===== config.mk =====
export PLATFORM = sky130hd
export DESIGN_NAME = aes_engine_ctrl
export DESIGN_NICKNAME = d
export VERILOG_FILES = /design/src/rtl/aes_engine_ctrl.sv
export SDC_FILE = /design/constraint.sdc
export NUM_CORES = 1
export LEC_CHECK = 0
export BUFFER_PORTS_ARGS = -buffer_cell sky130_fd_sc_hd__buf_2
export CELL_PAD_IN_SITES_DETAIL_PLACEMENT = 0
export CELL_PAD_IN_SITES_GLOBAL_PLACEMENT = 1
export CORE_MARGIN = 2
export CORE_UTILIZATION = 31
export DETAILED_ROUTE_END_ITERATION = 16
export HOLD_SLACK_MARGIN = 0.08
export PLACE_DENSITY = 0.65
export SLEW_MARGIN = 40
export SYNTH_ARGS = -nofsm -noshare
export SYNTH_HDL_FRONTEND = slang
export SYNTH_SLANG_ARGS = --single-unit

===== constraint.sdc =====
create_clock -name clk_i -period 3.1 [get_ports clk_i]
set_input_delay 0.775 -clock clk_i [delete_from_list [all_inputs] [get_ports clk_i]]
set_output_delay 0.775 -clock clk_i [all_outputs]
set_load 0.05 [all_outputs]

===== src/rtl/aes_engine_ctrl.sv =====
// Job sequencer for the AES HWPE engine.
// Requests the source and sink streamers, clears and enables the engine,
// counts finished 128-bit blocks and raises a one-cycle done event once the
// sink streamer has drained. Every output comes straight from a flop.
module aes_engine_ctrl #(
    parameter int CNT_W    = 16,
    parameter int FLUSH_TO = 255
) (
    input  logic             clk_i,
    input  logic             rst_i,
    input  logic             start_i,
    input  logic             abort_i,
    input  logic [CNT_W-1:0] nblocks_i,
    output logic             src_req_o,
    input  logic             src_ack_i,
    output logic             sink_req_o,
    input  logic             sink_ack_i,
    input  logic             sink_done_i,
    output logic             eng_clear_o,
    output logic             eng_enable_o,
    input  logic             eng_blk_done_i,
    output logic             busy_o,
    output logic             done_o,
    output logic             err_o,
    output logic [CNT_W-1:0] blk_cnt_o
);

    // Flush timeout counter only has to reach FLUSH_TO-1.
    localparam int              TO_W    = (FLUSH_TO < 2) ? 1 : $clog2(FLUSH_TO + 1);
    localparam logic [TO_W-1:0] TO_LAST = TO_W'((FLUSH_TO > 0) ? FLUSH_TO - 1 : 0);

    typedef enum logic [2:0] {
        S_IDLE,
        S_REQ,
        S_CLEAR,
        S_RUN,
        S_FLUSH,
        S_DONE
    } state_t;

    state_t           state_q, state_d;
    logic [CNT_W-1:0] len_q, len_d;
    logic [CNT_W-1:0] cnt_q, cnt_d;
    logic [TO_W-1:0]  to_cnt_q, to_cnt_d;
    logic             src_req_q, src_req_d;
    logic             sink_req_q, sink_req_d;
    logic             err_q, err_d;
    logic             clear_q, enable_q, busy_q, done_q;

    // Next-state and next-register values; abort pre-empts everything but IDLE.
    always_comb begin
        // NOTE: every target gets a default first so no path leaves a value
        // unassigned -- that is what keeps this block from inferring latches.
        state_d    = state_q;
        len_d      = len_q;
        cnt_d      = cnt_q;
        to_cnt_d   = to_cnt_q;
        src_req_d  = src_req_q;
        sink_req_d = sink_req_q;
        err_d      = err_q;

        if (state_q != S_IDLE && abort_i) begin
            state_d    = S_IDLE;
            src_req_d  = 1'b0;
            sink_req_d = 1'b0;
        end else begin
            case (state_q)
                S_IDLE: begin
                    if (start_i) begin
                        len_d = nblocks_i;
                        cnt_d = '0;
                        err_d = 1'b0;
                        if (nblocks_i == '0) begin
                            state_d = S_DONE;
                        end else begin
                            state_d    = S_REQ;
                            src_req_d  = 1'b1;
                            sink_req_d = 1'b1;
                        end
                    end
                end
                S_REQ: begin
                    // A request that is already low has been acknowledged.
                    if (src_ack_i)  src_req_d  = 1'b0;
                    if (sink_ack_i) sink_req_d = 1'b0;
                    if (!src_req_d && !sink_req_d) state_d = S_CLEAR;
                end
                S_CLEAR: state_d = S_RUN;
                S_RUN: begin
                    if (eng_blk_done_i) begin
                        cnt_d = cnt_q + CNT_W'(1);
                        if (cnt_d == len_q) begin
                            state_d  = S_FLUSH;
                            to_cnt_d = '0;
                        end
                    end
                end
                S_FLUSH: begin
                    if (sink_done_i) begin
                        state_d = S_DONE;
                    end else if (FLUSH_TO != 0 && to_cnt_q == TO_LAST) begin
                        err_d   = 1'b1;
                        state_d = S_DONE;
                    end else begin
                        to_cnt_d = to_cnt_q + TO_W'(1);
                    end
                end
                S_DONE:  state_d = S_IDLE;
                default: state_d = S_IDLE;
            endcase
        end
    end

    // State and output registers; outputs are decoded from the next state so
    // they are flops with no input-to-output combinational path.
    always_ff @(posedge clk_i) begin
        // NOTE: clocked state uses non-blocking assignments so every flop
        // samples the pre-edge values regardless of statement order.
        if (rst_i) begin
            state_q    <= S_IDLE;
            len_q      <= '0;
            cnt_q      <= '0;
            to_cnt_q   <= '0;
            src_req_q  <= 1'b0;
            sink_req_q <= 1'b0;
            err_q      <= 1'b0;
            clear_q    <= 1'b0;
            enable_q   <= 1'b0;
            busy_q     <= 1'b0;
            done_q     <= 1'b0;
        end else begin
            state_q    <= state_d;
            len_q      <= len_d;
            cnt_q      <= cnt_d;
            to_cnt_q   <= to_cnt_d;
            src_req_q  <= src_req_d;
            sink_req_q <= sink_req_d;
            err_q      <= err_d;
            clear_q    <= (state_d == S_CLEAR);
            enable_q   <= (state_d == S_RUN);
            busy_q     <= (state_d != S_IDLE);
            done_q     <= (state_d == S_DONE);
        end
    end

    assign src_req_o    = src_req_q;
    assign sink_req_o   = sink_req_q;
    assign eng_clear_o  = clear_q;
    assign eng_enable_o = enable_q;
    assign busy_o       = busy_q;
    assign done_o       = done_q;
    assign err_o        = err_q;
    assign blk_cnt_o    = cnt_q;

endmodule


==> results of run 1 <==
critical path, cell delays in order, from the launching register on:
cell and delay, ns:
dfxtp_1 0.40, ha_1 0.34, nand3_4 0.12, or3_1 0.36
a2111o_1 0.46, a2111oi_4 0.41, a31o_4 0.27, mux2_4 0.30
registers in the layout, indices dropped and copies added, names as in the netlist:
register      count
blk_cnt_o        16
busy_o            1
done_o            1
eng_clear_o       1
eng_enable_o      1
err_o             1
len_q            16
sink_req_o        1
src_req_o         1
state_q           3
to_cnt_q          8
kinds of logic after synthesis:
| logic type | Yosys count | share of synthesized area (%) |
|---|---|---|
| compound gates | 82 | 20.2 |
| xor+xnor | 23 | 7.48 |
| fa+ha+maj | 3 | 1.39 |
| simple gates | 163 | 29.8 |
| buf+inv | 24 | 3.44 |
| flops | 50 | 37.2 |
| mux | 1 | 0.557 |
per-layer routing:
layer / up-vias / wire, um / global-route usage, %
li1: 1320 / - / -
met1: 1185 / 3720 / 22.6
met2: 61 / 3130 / 24.0
met3: 6 / 301 / 2.45
met4: 0 / 78 / 4.06
met5: - / 0 / 0
synth_stat cells (all sizes together), types with 2 or more instances:
master  number  area share [%]
nand2       69             9.6
dfxtp       50              37
a21oi       37             6.9
nor2        26             3.6
xnor2       19             6.2
clkbuf      15             2.1
nand3       14             3.3
o21ai       14             2.6
nor3        10             1.9
nor4         9             2.1
a311oi       8             2.6
and2         5             1.2
inv          5            0.70
a31oi        4            0.93
and3         4            0.93
buf          4            0.65
or3          4            0.93
xor2         4             1.3
a211oi       3            0.84
a41oi        3            0.98
ha           3             1.4
nand2b       3            0.70
nand4        3            0.70
nor2b        3            0.70
a221oi       2            0.65
and4         2            0.74
nor3b        2            0.56
nor4b        2            0.65
per-stage QoR:
stage | utilization [%] | hold WS, ns | worst slack [ns] | total power (W)
after floorplan | - | 0.440 | 0.0801 | 0.000928
after global placement | 35.4 | 0.460 | 0.384 | 0.00102
after detailed placement | 35.4 | 0.463 | 0.342 | 0.00102
after CTS | 36.5 | 0.478 | 0.317 | 0.00143
after global routing | 36.5 | 0.507 | 0.155 | 0.00149
final | 36.5 | 0.476 | 0.346 | 0.00141
layout make-up:
cell class | instances | area [sq um]
sequential | 50 | 1000
timing repair buffer | 53 | 283
fill | 959 | 5460
multi-input combinational | 272 | 1610
inverter | 5 | 18.8
tap | 108 | 135
clock inverter | 3 | 25.0
clock buffer | 5 | 68.8
power by group through the flow:
stage / Sequential (W) / Combinational [W] / Clock [W]
floorplan: 0.000745 / 0.000183 / 0
global placement: 0.000728 / 0.000288 / 0
detailed placement: 0.000728 / 0.000289 / 0
CTS: 0.000713 / 0.000291 / 0.000422
global route: 0.000719 / 0.000322 / 0.000452
finish: 0.000713 / 0.000289 / 0.000404
final timing paths:
kind / end / from
max: to_cnt_q[1] / blk_cnt_o[1]
min: len_q[0] / len_q[0]
max reg2reg: to_cnt_q[1] / blk_cnt_o[1]
min reg2reg: len_q[0] / len_q[0]
==> results.py, run 1 <==
metrics = {
    "floorplan": {
        "start_util_pct": 31.3,
        "die_x_um": 97.2,
        "die_area_sq_mm": 0.00945,
        "coreArea_sq_mm": 0.00859,
        "pin_count": 47,
        "die_h_um": 97.2,
        "rows": 34,
    },
    "min_path": {
        "min_path_type": "flip-flop to flip-flop",
        "hold_depth": 2,
    },
    "worst_setup_path": {
        "crit_arrival_ns": 2.95,
        "cp-start-kind": "flip-flop",
        "path_class": "flip-flop to flip-flop",
        "crit_fanout": 7,
        "cp-end-kind": "flip-flop",
        "r2r_cells": 7,
        "required_ns": 3.30,
        "rrSetupSlack_ns": 0.35,
    },
    "cts": {
        "path_clk_slew_ns": 0.10,
        "cts_root_buffer": "clkbuf_8",
        "cts_tree": "built",
        "postCtsSetupBuffers": 0,
        "ctsResizeCount": 0,
        "cts_num_sinks": 50,
        "cts_buffer_depth": 2,
        "cts_inserted_buffers": 5,
        "ctsHtreeMaxLevel": 2,
        "hold_buffers": 0,
        "clk_latency_ns": 0.31,
    },
    "sta": {
        "finalSetupTns_ns": 0,
        "tightest_slew_ns": 0.523,
        "final-setup-viol-count": 0,
        "fin_skew_ns": 0.00724,
        "max_clock_freq_ghz": 0.363,
        "hold_viol": 0,
        "slew_headroom_pct": 65.2,
        "fin_crit_sh_pct": 88.8,
        "slew_viol_final": 0,
        "rsz0062_at_grt": "no",
        "post-route-min-period_ns": 2.75,
    },
    "placed_design": {
        "routabilityCongestion": 0.849,
        "post-place-cells": 488,
        "placed_area_sq_mm": 0.00304,
        "port_buffers": 46,
        "hpwl_um": 5320,
    },
    "cells_and_area": {
        "syn_to_final_growth_pct": 16.5,
        "mostFrequentLayoutCell": "nand2_1",
        "antennaDiodeCount": 0,
        "most-common-layout-cells": "69 x nand2_1, 50 x dfxtp_1, 46 x buf_2",
        "num-nets-final": 414,
        "layoutNonFillerInstCount": 496,
        "drive_gt1_share_pct": 18.3,
        "design_area_sq_mm": 0.00314,
    },
    "job": {
        "maxCapViolations": 0,
    },
    "synth": {
        "synth.distinct_cells": 51,
        "async_flop_share_pct": 0,
        "synth_seq_cells": 50,
        "ys_warn_count": 0,
        "synth_area_sq_mm": 0.00269,
        "synth_edf_count": 0,
        "syn_inst": 346,
        "syn_avg_cell_area_sq_um": 7.79,
        "synth_nets": 373,
        "synth.yosys.seq_area_share_pct": 37.2,
        "ys.flop_type": "dfxtp_1",
    },
    "routing": {
        "wl_per_cell_um": 14.6,
        "route.detailed.drc": 0,
        "avgViaCountPerCell": 5.19,
        "antenna_left": 0,
        "initialDrtViolationCount": 140,
        "first_pass_iters": 5,
        "vias": 2572,
        "routed_wl_um": 7240,
    },
    "pwr": {
        "power_frac_comb_pct": 20.5,
        "p_leak_nw": 1.14,
        "pwr-share-clk_pct": 28.8,
        "p_sw_share_pct": 32.6,
        "powerDensity_mw_per_mm2": 448,
        "seq_power_share_pct": 50.7,
        "p_int_w": 0.000947,
        "switchingPower_w": 0.000459,
        "ir_worst_vdd_uv": 196,
    },
    "global_routing": {
        "grt_pass1_vias": 2411,
        "grt_overflow": 0,
        "grt_pass1_wl_um": 12100,
        "antenna_found_initial": 0,
        "grt.total_usage_pct": 15.5,
        "grt_max_degree": 29,
    },
    "status": {
        "outcome": "finished clean",
    },
}
(Power assumes the default switching activity.)
==> run 2, diff against run 1 <==
--- a/config.mk
+++ b/config.mk
@@ -10,8 +10,8 @@
 export CELL_PAD_IN_SITES_GLOBAL_PLACEMENT = 1
 export CORE_MARGIN = 2
-export CORE_UTILIZATION = 31
+export CORE_UTILIZATION = 41
 export DETAILED_ROUTE_END_ITERATION = 16
 export HOLD_SLACK_MARGIN = 0.08
-export PLACE_DENSITY = 0.65
+export PLACE_DENSITY = 0.82
 export SLEW_MARGIN = 40
 export SYNTH_ARGS = -nofsm -noshare
==> constraint.sdc (replaced) <==
create_clock -name clk_i -period 3.1 [get_ports clk_i]
set_input_delay 0.62 -clock clk_i [delete_from_list [all_inputs] [get_ports clk_i]]
set_output_delay 0.62 -clock clk_i [all_outputs]
set_load 0.05 [all_outputs]
==> run 2 against run 1 <==
Effect of this change:
- die area is 23% lower
- wire length is 7.6% lower
- flip-flop and latch count stayed put
- clock skew is 0.0026 ns higher
- utilization is 12 points higher
- hold slack worse by 0.0016 ns
- register-to-register slack worse by 0.03 ns
- final cell count is 6.5% lower
- non-clock buffer count is 1 lower
- sequential power is 1% lower
- count of clock-buffer cells in the layout is 1 higher
- via count is 1.1% higher
- critical path type unchanged
- critical endpoint unchanged
==> results.py, run 2 (synthesis results as in run 1) <==
metrics = {
    "status": {
        "outcome": "finished clean",
    },
    "routing": {
        "routed_wl_um": 6680,
        "antenna_left": 0,
        "route.detailed.drc": 0,
        "first_pass_iters": 4,
        "wl_per_cell_um": 14.4,
        "avgViaCountPerCell": 5.61,
        "initialDrtViolationCount": 121,
        "vias": 2601,
    },
    "min_path": {
        "min_path_type": "flip-flop to flip-flop",
    },
    "worst_setup_path": {
        "r2r_cells": 7,
        "required_ns": 3.31,
        "cp-end-kind": "flip-flop",
        "cp-startpoint": "blk_cnt_o[1]",
        "cpMaxStageDelayCell": "a2111o_1",
        "crit_fanout": 7,
        "path_class": "flip-flop to flip-flop",
        "r2r_start": "blk_cnt_o[1]",
        "path_cells": "ha_1 -> nand3_4 -> or3_1 -> a2111o_1 -> a2111oi_4 -> a31o_4 -> mux2_4",
        "crit_end": "to_cnt_q[1]",
        "cp-start-kind": "flip-flop",
        "timing.rr.end": "to_cnt_q[1]",
        "crit_arrival_ns": 2.99,
        "rrSetupSlack_ns": 0.32,
        "max_stage_delay_ns": 0.45,
    },
    "sta": {
        "post-route-min-period_ns": 2.78,
        "rsz0062_at_grt": "no",
        "fin_crit_sh_pct": 89.8,
        "max_clock_freq_ghz": 0.359,
        "fin_skew_ns": 0.00988,
        "tightest_slew_ns": 0.670,
        "slew_viol_final": 0,
        "hold_viol": 0,
        "slew_headroom_pct": 55.2,
        "finalWorstSetupSlack_ns": 0.317,
        "final-setup-viol-count": 0,
        "finalSetupTns_ns": 0,
    },
    "cells_and_area": {
        "layoutNonFillerInstCount": 464,
        "drive_gt1_share_pct": 17.8,
        "num-nets-final": 413,
        "most-common-layout-cells": "69 x nand2_1, 50 x dfxtp_1, 46 x buf_2",
        "antennaDiodeCount": 0,
        "syn_to_final_growth_pct": 14.5,
        "mostFrequentLayoutCell": "nand2_1",
    },
    "floorplan": {
        "pin_count": 47,
        "start_util_pct": 42.4,
        "die_x_um": 85.1,
        "rows": 29,
        "coreArea_sq_mm": 0.00635,
        "die_h_um": 85.1,
        "die_area_sq_mm": 0.00723,
    },
    "placed_design": {
        "post-place-cells": 456,
        "hpwl_um": 4930,
        "routabilityCongestion": 0.833,
        "port_buffers": 46,
        "dp_slack_ns": 0.327,
    },
    "cts": {
        "cts_tree": "built",
        "cts_root_buffer": "clkbuf_8",
        "cts_buffer_depth": 2,
        "hold_buffers": 0,
        "path_clk_slew_ns": 0.10,
        "cts_inserted_buffers": 5,
        "cts_num_sinks": 50,
        "clk_latency_ns": 0.32,
        "ctsResizeCount": 0,
        "ctsHtreeMaxLevel": 2,
        "postCtsSetupBuffers": 0,
    },
    "pwr": {
        "p_leak_nw": 1.13,
        "ir_worst_vdd_uv": 221,
        "powerDensity_mw_per_mm2": 450,
    },
    "global_routing": {
        "grt_overflow": 0,
        "antenna_found_initial": 0,
        "grt_pass1_wl_um": 11400,
        "grt_pass1_vias": 2385,
        "grt_max_degree": 25,
        "grt.total_usage_pct": 19.3,
    },
    "job": {
        "maxCapViolations": 0,
    },
}
[run 2: through the flow]
step / total power (W) / util, % / hold slack [ns] / instance area [sq um]
after floorplan: 0.000928 / - / 0.440 / 2690
after global placement: 0.00101 / 47.2 / 0.460 / 3000
after detailed placement: 0.00102 / 47.2 / 0.465 / 3000
after CTS: 0.00140 / 48.6 / 0.477 / 3080
after global routing: 0.00146 / 48.6 / 0.503 / 3080
final: 0.00139 / 48.6 / 0.475 / 3080
[run 2: how the worst min path moves through the flow]
stage / to / depth (start not counted) / start
floorplan: to_cnt_q[6] / 1 / to_cnt_q[6]
global placement: len_q[0] / 2 / len_q[0]
detailed placement: len_q[0] / 2 / len_q[0]
CTS: len_q[0] / 2 / len_q[0]
global route: len_q[4] / 2 / len_q[4]
finish: len_q[4] / 2 / len_q[4]
[run 2: cell type report]
cell class	count	area (sq um)
Clock buffer	6	72.6
Clock inverter	2	13.8
Fill cell	653	3270
Inverter	5	18.8
Multi-Input combinational cell	272	1610
Sequential cell	50	1000
Tap cell	77	96.3
Timing Repair Buffer	52	275
[run 2: power by group]
part / internal, W / leakage [nW] / switching (W)
logic: 0.000109 / 0.681 / 0.000185
clock network: 0.000160 / 0.0452 / 0.000229
registers: 0.000678 / 0.406 / 0.0000285
total: 0.000946 / 1.13 / 0.000442
[run 2: routing by layer]
layer | track usage (%) | vias to the layer above | part of all wire (%) | wire length (um)
li1 | - | 1322 | - | -
met4 | 6.06 | 0 | 1.4 | 95
met5 | 0 | - | 0 | 0
met1 | 26.9 | 1213 | 48 | 3200
met3 | 3.11 | 7 | 5.0 | 335
met2 | 30.7 | 59 | 46 | 3050
[run 2: worst max-delay path: cells and delay by family (launching register included)]
kind | cells | cell delay (ns)
and+or+nand+nor | 2 | 0.48
AOI/OAI and AO/OA | 3 | 1.12
DFF | 1 | 0.41
adders and majority gates | 1 | 0.35
muxes | 1 | 0.31
